`src/rtl/rand_range.sv`:
```
// rand_range: rejection-sampling bounded random generator.
// Draws masked bytes until one fits [0, max]; after a retry budget, halves the last draw instead.
module rand_range #(
  parameter int RETRY_LIMIT = 7
) (
  input  logic       clk,
  input  logic       rst_n,
  input  logic [7:0] random,
  input  logic       req,
  input  logic [7:0] max,
  input  logic       ready,
  output logic       busy,
  output logic       valid,
  output logic [7:0] value,
  output logic [3:0] rejects,
  output logic       fallback
);
  typedef enum logic [1:0] {IDLE, SAMPLE, DONE} state_t;
  state_t state, state_n;
  logic [7:0] max_q, max_n, mask, mask_n, val, val_n, cand, s1, s2, s3;
  logic [3:0] rej, rej_n;
  logic fb, fb_n, capture;
  always_ff @(posedge clk or negedge rst_n) begin
    if (!rst_n) begin
      state <= IDLE;
      max_q <= '0;
      mask  <= '0;
      val   <= '0;
      rej   <= '0;
      fb    <= 1'b0;
    end else begin
      state <= state_n;
      max_q <= max_n;
      mask  <= mask_n;
      val   <= val_n;
      rej   <= rej_n;
      fb    <= fb_n;
    end
  end
  // Bit-smearing max yields the smallest all-ones mask covering it
  always_comb begin
    s1 = max | (max >> 1);
    s2 = s1 | (s1 >> 2);
    s3 = s2 | (s2 >> 4);
    cand = random & mask;
    capture = req && (state == IDLE || (state == DONE && ready));
    state_n = state;
    max_n = max_q;
    mask_n = mask;
    val_n = val;
    rej_n = rej;
    fb_n = fb;
    if (capture) begin
      state_n = SAMPLE;
      max_n = max;
      mask_n = s3;
      rej_n = '0;
      fb_n = 1'b0;
    end else if (state == DONE && ready) begin
      state_n = IDLE;
    end else if (state == SAMPLE) begin
      if (cand <= max_q) begin
        val_n = cand;
        fb_n = 1'b0;
        state_n = DONE;
      end else begin
        rej_n = (rej == 4'hF) ? rej : rej + 4'd1;
        if (rej == 4'(RETRY_LIMIT - 1)) begin
          val_n = cand >> 1;
          fb_n = 1'b1;
          state_n = DONE;
        end
      end
    end
  end
  assign busy = state != IDLE;
  assign valid = state == DONE;
  assign value = val;
  assign rejects = rej;
  assign fallback = fb && state == DONE;
endmodule

```
`config.mk`:
```
export PLATFORM = sky130hd
export DESIGN_NAME = rand_range
export DESIGN_NICKNAME = d
export VERILOG_FILES = /design/src/rtl/rand_range.sv
export SDC_FILE = /design/constraint.sdc
export NUM_CORES = 1
export LEC_CHECK = 0
export CAP_MARGIN = 20
export CORE_UTILIZATION = 51
export CTS_CLUSTER_SIZE = 10
export DETAILED_ROUTE_END_ITERATION = 10
export GPL_ROUTABILITY_DRIVEN = 0
export HOLD_SLACK_MARGIN = 0.02
export PLACE_DENSITY = 0.87
export SYNTH_ARGS = -nofsm -noshare
export SYNTH_HDL_FRONTEND = slang
export SYNTH_SLANG_ARGS = --single-unit
```
`constraint.sdc`:
```
create_clock -name clk -period 2.4 [get_ports clk]
set_clock_uncertainty 0.15 [all_clocks]
set_input_delay 0.24 -clock clk [delete_from_list [all_inputs] [get_ports clk]]
set_output_delay 0.24 -clock clk [all_outputs]
set_load 0.02 [all_outputs]
```
### Word level (Yosys, flattened, before mapping)

Index checks and enable logic that the tools add are counted.
W data, S select, Z words.

* equality and inequality tests: 7
* order comparisons: 1
* reduce and logical (&&, ||, !) cells: 15
* add/subtract/negate cells: 1
* muxes and demuxes: 17
* bitwise gates (word level): 6

Operators with widths (number)
* $mux W4: 5
* $mux W8: 2
* $mux W2: 5
* $and A8 B8 Y8: 1
* $le A8 B8 Y1: 1
* $or A8 B4 Y8: 1
* $or A8 B6 Y8: 1
* $or A8 B7 Y8: 1
* $reduce_and A4 Y1: 2
* $ne A2 B2 Y1 const B: 3
* $reduce_bool A2 Y1: 3
* $reduce_bool A3 Y1: 2
* $mux W1: 5
* $add A4 B1 Y4 const B: 1
* $eq A4 B3 Y1 const B: 1
* $eq A4 B4 Y1 const B: 1
* $reduce_bool A4 Y1: 1
* $logic_and A1 B1 Y1: 3
* $reduce_and A3 Y1: 1
* $eq A2 B1 Y1 const B: 1
* $eq A2 B2 Y1 const B: 1
* $logic_not A2 Y1: 1
* $not A1 Y1: 2
* $reduce_and A2 Y1: 1
* $logic_or A1 B1 Y1: 1

* bits in registers: 31

### Longest topological paths before layout

* word-level depth: 6
* mapped depth: 9
* mapped depth without buffers: 8

### Least setup slack after synthesis

Ideal clock, no wire load.

* path type: register -> register
* start point: register mask[5]
* end point: register state[0]
* buffers on the path: 1
* data required time: 2172 ps
* setup slack: 255 ps
* period minus slack after synthesis: 2145 ps
* stages on the path, launching flop included: 10
* data arrival time: 1917 ps
* path through: dfrtp_1 nand2_1 inv_1 ha_1 a211oi_2 nor3_4 and3b_1 buf_6 o31ai_4 a21boi_1

* cells in the longest elaborated chain, start to end: 6
* elaborated cells between the ends (all ways): 8

RTL lines
* start: declaration: RTL line 20 `logic [7:0] max_q, max_n, mask, mask_n, val, val_n, cand, s1, s2, s3;`
* start signal: assignment: RTL line 34 `mask <= mask_n;`
* $and A8 B8 Y8 *: RTL line 45 `cand = random & mask;`
* $le A8 B8 Y1 *: RTL line 62 `if (cand <= max_q) begin`
* $mux W2: RTL line 62
* $mux W2: RTL line 61 `end else if (state == SAMPLE) begin`
* $mux W2: RTL line 59 `end else if (state == DONE && ready) begin`
* $mux W2: RTL line 53 `if (capture) begin`
* end signal: assignment: RTL line 32 `state <= state_n;`
* end: declaration: RTL line 19 `state_t state, state_n;`

Every way passes the cells marked *; elsewhere a longest branch is shown, timed or not. The select of a mux whose other input is x is not followed.
A chain may end at the register's enable or synchronous reset.

### Final worst setup path

* start point: register mask[5]
* end point: register val[5], in the netlist value[5]

* cells in the longest elaborated chain, start to end: 4
* elaborated cells between the ends (all ways): 5

RTL lines
* $and A8 B8 Y8 *: RTL line 45
* $le A8 B8 Y1: RTL line 62
* $reduce_bool A2 Y1 (no source line)
* $reduce_and A4 Y1 (no source line)
* end signal: assignment: RTL line 35 `val <= val_n;`
* end: declaration: RTL line 20

Every way passes the cells marked *; elsewhere a longest branch is shown, timed or not.

==> results by group <==
Critical path
  • CP Launch Type: flip-flop
  • Worst EP arrival: 2.35 ns
  • Worst setup path class: reg2reg
  • WP data required: 2.47 ns
  • CP endpoint kind: flip-flop
  • Critical Path Fanout Max: 8

Pwr
  • Comb power frac: 0.095
  • PD cells: 411 nW/µm²
  • Clk pwr share: 0.345
  • Sw frac: 0.243
  • Pleak: 0.00109 µW
  • Net Sw Power: 225 µW
  • Reg power frac: 0.560
  • Internal power: roughly 700 µW
  • Max IR drop VDD: 0.341 mV
  • Power, Total: 928 µW

Routing
  • Initial drt markers: 60
  • Vias/cell: 5.23
  • Number of remaining DRC errors: 0
  • WL/cell: around 14 µm
  • DR pass1 iterations: 4
  • Final wirelength: 3890 µm
  • Final ANT Viol Nets: 0
  • Vias: 1505

Timing
  • Fin. Hold Viols: 0
  • Max-slew violations: 0
  • Worst hold slack: 0.118 ns
  • Setup-failing EPs final: 0
  • Final period util: 0.950
  • Relative slew slack: 0.742
  • RSZ-0062 raised after global routing: yes
  • Worst slew pin tran: 0.383 ns
  • Fmax: 439 MHz
  • Post-route minimum period: 2.28 ns
  • Setup TNS Final: 0 ns

Clock tree
  • CTS tree: done
  • Post-CTS Setup Inserts: 0
  • Clock buffer depth: 2
  • Worst-Skew Late Latency: 0.34 ns
  • CTS clk-pin slew, worst paths: 0.10 ns
  • CTS Buf Count: 5
  • # H-tree levels: 2
  • CTS sink count: 30
  • Clock root cell: clkbuf_4

Layout
  • Commonest cells after routing, fill and taps aside: nand2_1 (44), clkdlybuf4s50_1 (34), dfrtp_1 (30), inv_1 (23)
  • Layout cell share with drive strength beyond 1: 0.127
  • Area delta synth->final: 32.4%
  • Nets: 272
  • Leading cell type in the layout, fill and taps excluded: nand2_1
  • ANT cells: 0

Floorplanning
  • Core outline area: 3100 µm²
  • Die span in x: 59.9 µm
  • Die area: 3580 µm²
  • Die Ht: between 50 and 60 µm
  • Ports: 35
  • Rows: 20
  • Initial Util: 0.550

Run
  • Max-cap violations: 0

Run status
  • Result of the run: finished clean

Global route
  • Largest net degree at the start of global routing: 31
  • Vias in the first global route: 1526
  • Initial antenna violation count: 0
  • First-pass GRT wire length: 6620 µm
  • GRT Residual Overflow: 0
  • Gr usage total: 0.256

Synth
  • Syn_nets: 221
  • Library cells used by synthesis: 36
  • #FFs+latches synth: 30
  • Syn Area/Cell: 8.90 µm²
  • Sequential-to-total area share from yosys stat: 0.440
  • Netlist Area Pre-Place: 1710 µm²
  • Mapped Cells: about 190
  • Yosys warning count: 0

Placement
  • Port Buf Inserts: 34
  • DP Wirelength: 2990 µm

Worst hold path
  • HP Class: in2async
-- worst max-delay path, cell delays in order (launching register included) --
cell and delay, ns:
dfrtp_1 0.39, nand2_1 0.08, inv_1 0.04, ha_1 0.30, a211oi_2 0.09, nor3_4 0.25
and3b_1 0.25, buf_4 0.19, nor4b_1 0.35, a211oi_1 0.08
-- flip-flops by register name (all words and copies together), names as in the netlist --
| signal | flops |
|---|---|
| max_q | 8 |
| value | 8 |
| mask | 7 |
| rejects | 4 |
| state | 2 |
| fb | 1 |
-- synthesized netlist by cell type (all sizes together) --
library cell | instances | share of area
and3b | 1 | 0.0051
clkbuf | 3 | 0.0066
a21boi | 3 | 0.013
dfrtp | 30 | 0.44
nor3 | 4 | 0.018
a2bb2o | 1 | 0.0059
nor3b | 1 | 0.0073
a21oi | 9 | 0.026
nor2b | 3 | 0.015
and3 | 1 | 0.0037
a311oi | 1 | 0.0051
nand4b | 1 | 0.0051
nor4 | 1 | 0.0037
a31oi | 2 | 0.0073
inv | 23 | 0.051
o21ai | 15 | 0.044
nand2b | 2 | 0.0073
nand2 | 44 | 0.097
o31ai | 1 | 0.012
nor2 | 9 | 0.020
nand3 | 3 | 0.0088
mux2 | 1 | 0.0066
o211ai | 1 | 0.0044
nor4b | 6 | 0.031
nand4 | 2 | 0.0073
buf | 2 | 0.0095
a211oi | 8 | 0.038
nand3b | 1 | 0.0044
ha | 9 | 0.066
mux2i | 4 | 0.031
-- power groups by stage --
stage | sequential, µW | clock (µW) | combinational [µW]
6_report | 520 | 320 | 88.4
5_1_grt | 521 | 348 | 98.5
4_1_cts | 520 | 325 | 89.2
3_5_place_dp | 530 | 0 | 88.6
3_3_place_gp | 529 | 0 | 86.5
2_1_floorplan | 528 | 0 | 32.3
-- path summary, 6_finish.rpt --
check	startpoint	to	slack, ns	depth (start not counted)
setup reg to reg	mask[5]	value[5]	0.12	9
setup / recovery	mask[5]	value[5]	0.12	9
max in group asynchronous	rst_n	mask[2]	1.70	2
min in group clk	max[0]	max_q[0]	0.31	3
hold / removal	rst_n	mask[6]	0.12	2
hold reg to reg	mask[3]	mask[3]	0.34	2
-- per-layer routing --
layer / part of all wire / up-vias / routed length [µm] / track usage
met5: 0 / - / 0 / 0
met2: 0.50 / 41 / 1940 / 0.416
met1: 0.43 / 699 / 1680 / 0.318
met3: 0.050 / 7 / 195 / 0.0606
li1: - / 758 / - / -
met4: 0.019 / 0 / 72 / 0.126
-- area by class of cell --
class	instances	area, µm²
multi-input combinational	134	856
fill	255	842
sequential	30	751
timing repair buffer	49	453
inverter	23	86.3
clock buffer	7	55.1
tap	44	55.1
clock inverter	1	5.00
-- stage by stage --
stage	cell area, µm²	setup slack (ns)	util	cells
finish	2260	0.121	0.729	288
global route	2260	-0.0205	0.729	288
CTS	2240	0.0443	0.722	287
detailed placement	2180	-0.213	0.703	279
global placement	2180	-0.0998	0.703	279
floorplan	1710	0.255	-	192
-- cell families (layout without fill, tap and decap cells) --
| group | count (synthesis) | after routing | share of synthesized area |
|---|---|---|---|
| AND/OR/NAND/NOR | 79 | 79 | 0.234 |
| AO/OA/AOI/OAI | 41 | 41 | 0.157 |
| flip-flops | 30 | 30 | 0.440 |
| buffers and inverters | 28 | 80 | 0.0667 |
| adder cells (fa/ha/maj) | 9 | 9 | 0.0659 |
| multiplexers | 5 | 5 | 0.0374 |
-- timing repair --
action	CTS	global route
hold buffers	0	0
endpoints found under the setup margin	0	9
gates resized for setup	0	2
No activity file was read; power rests on OpenSTA's default activity.
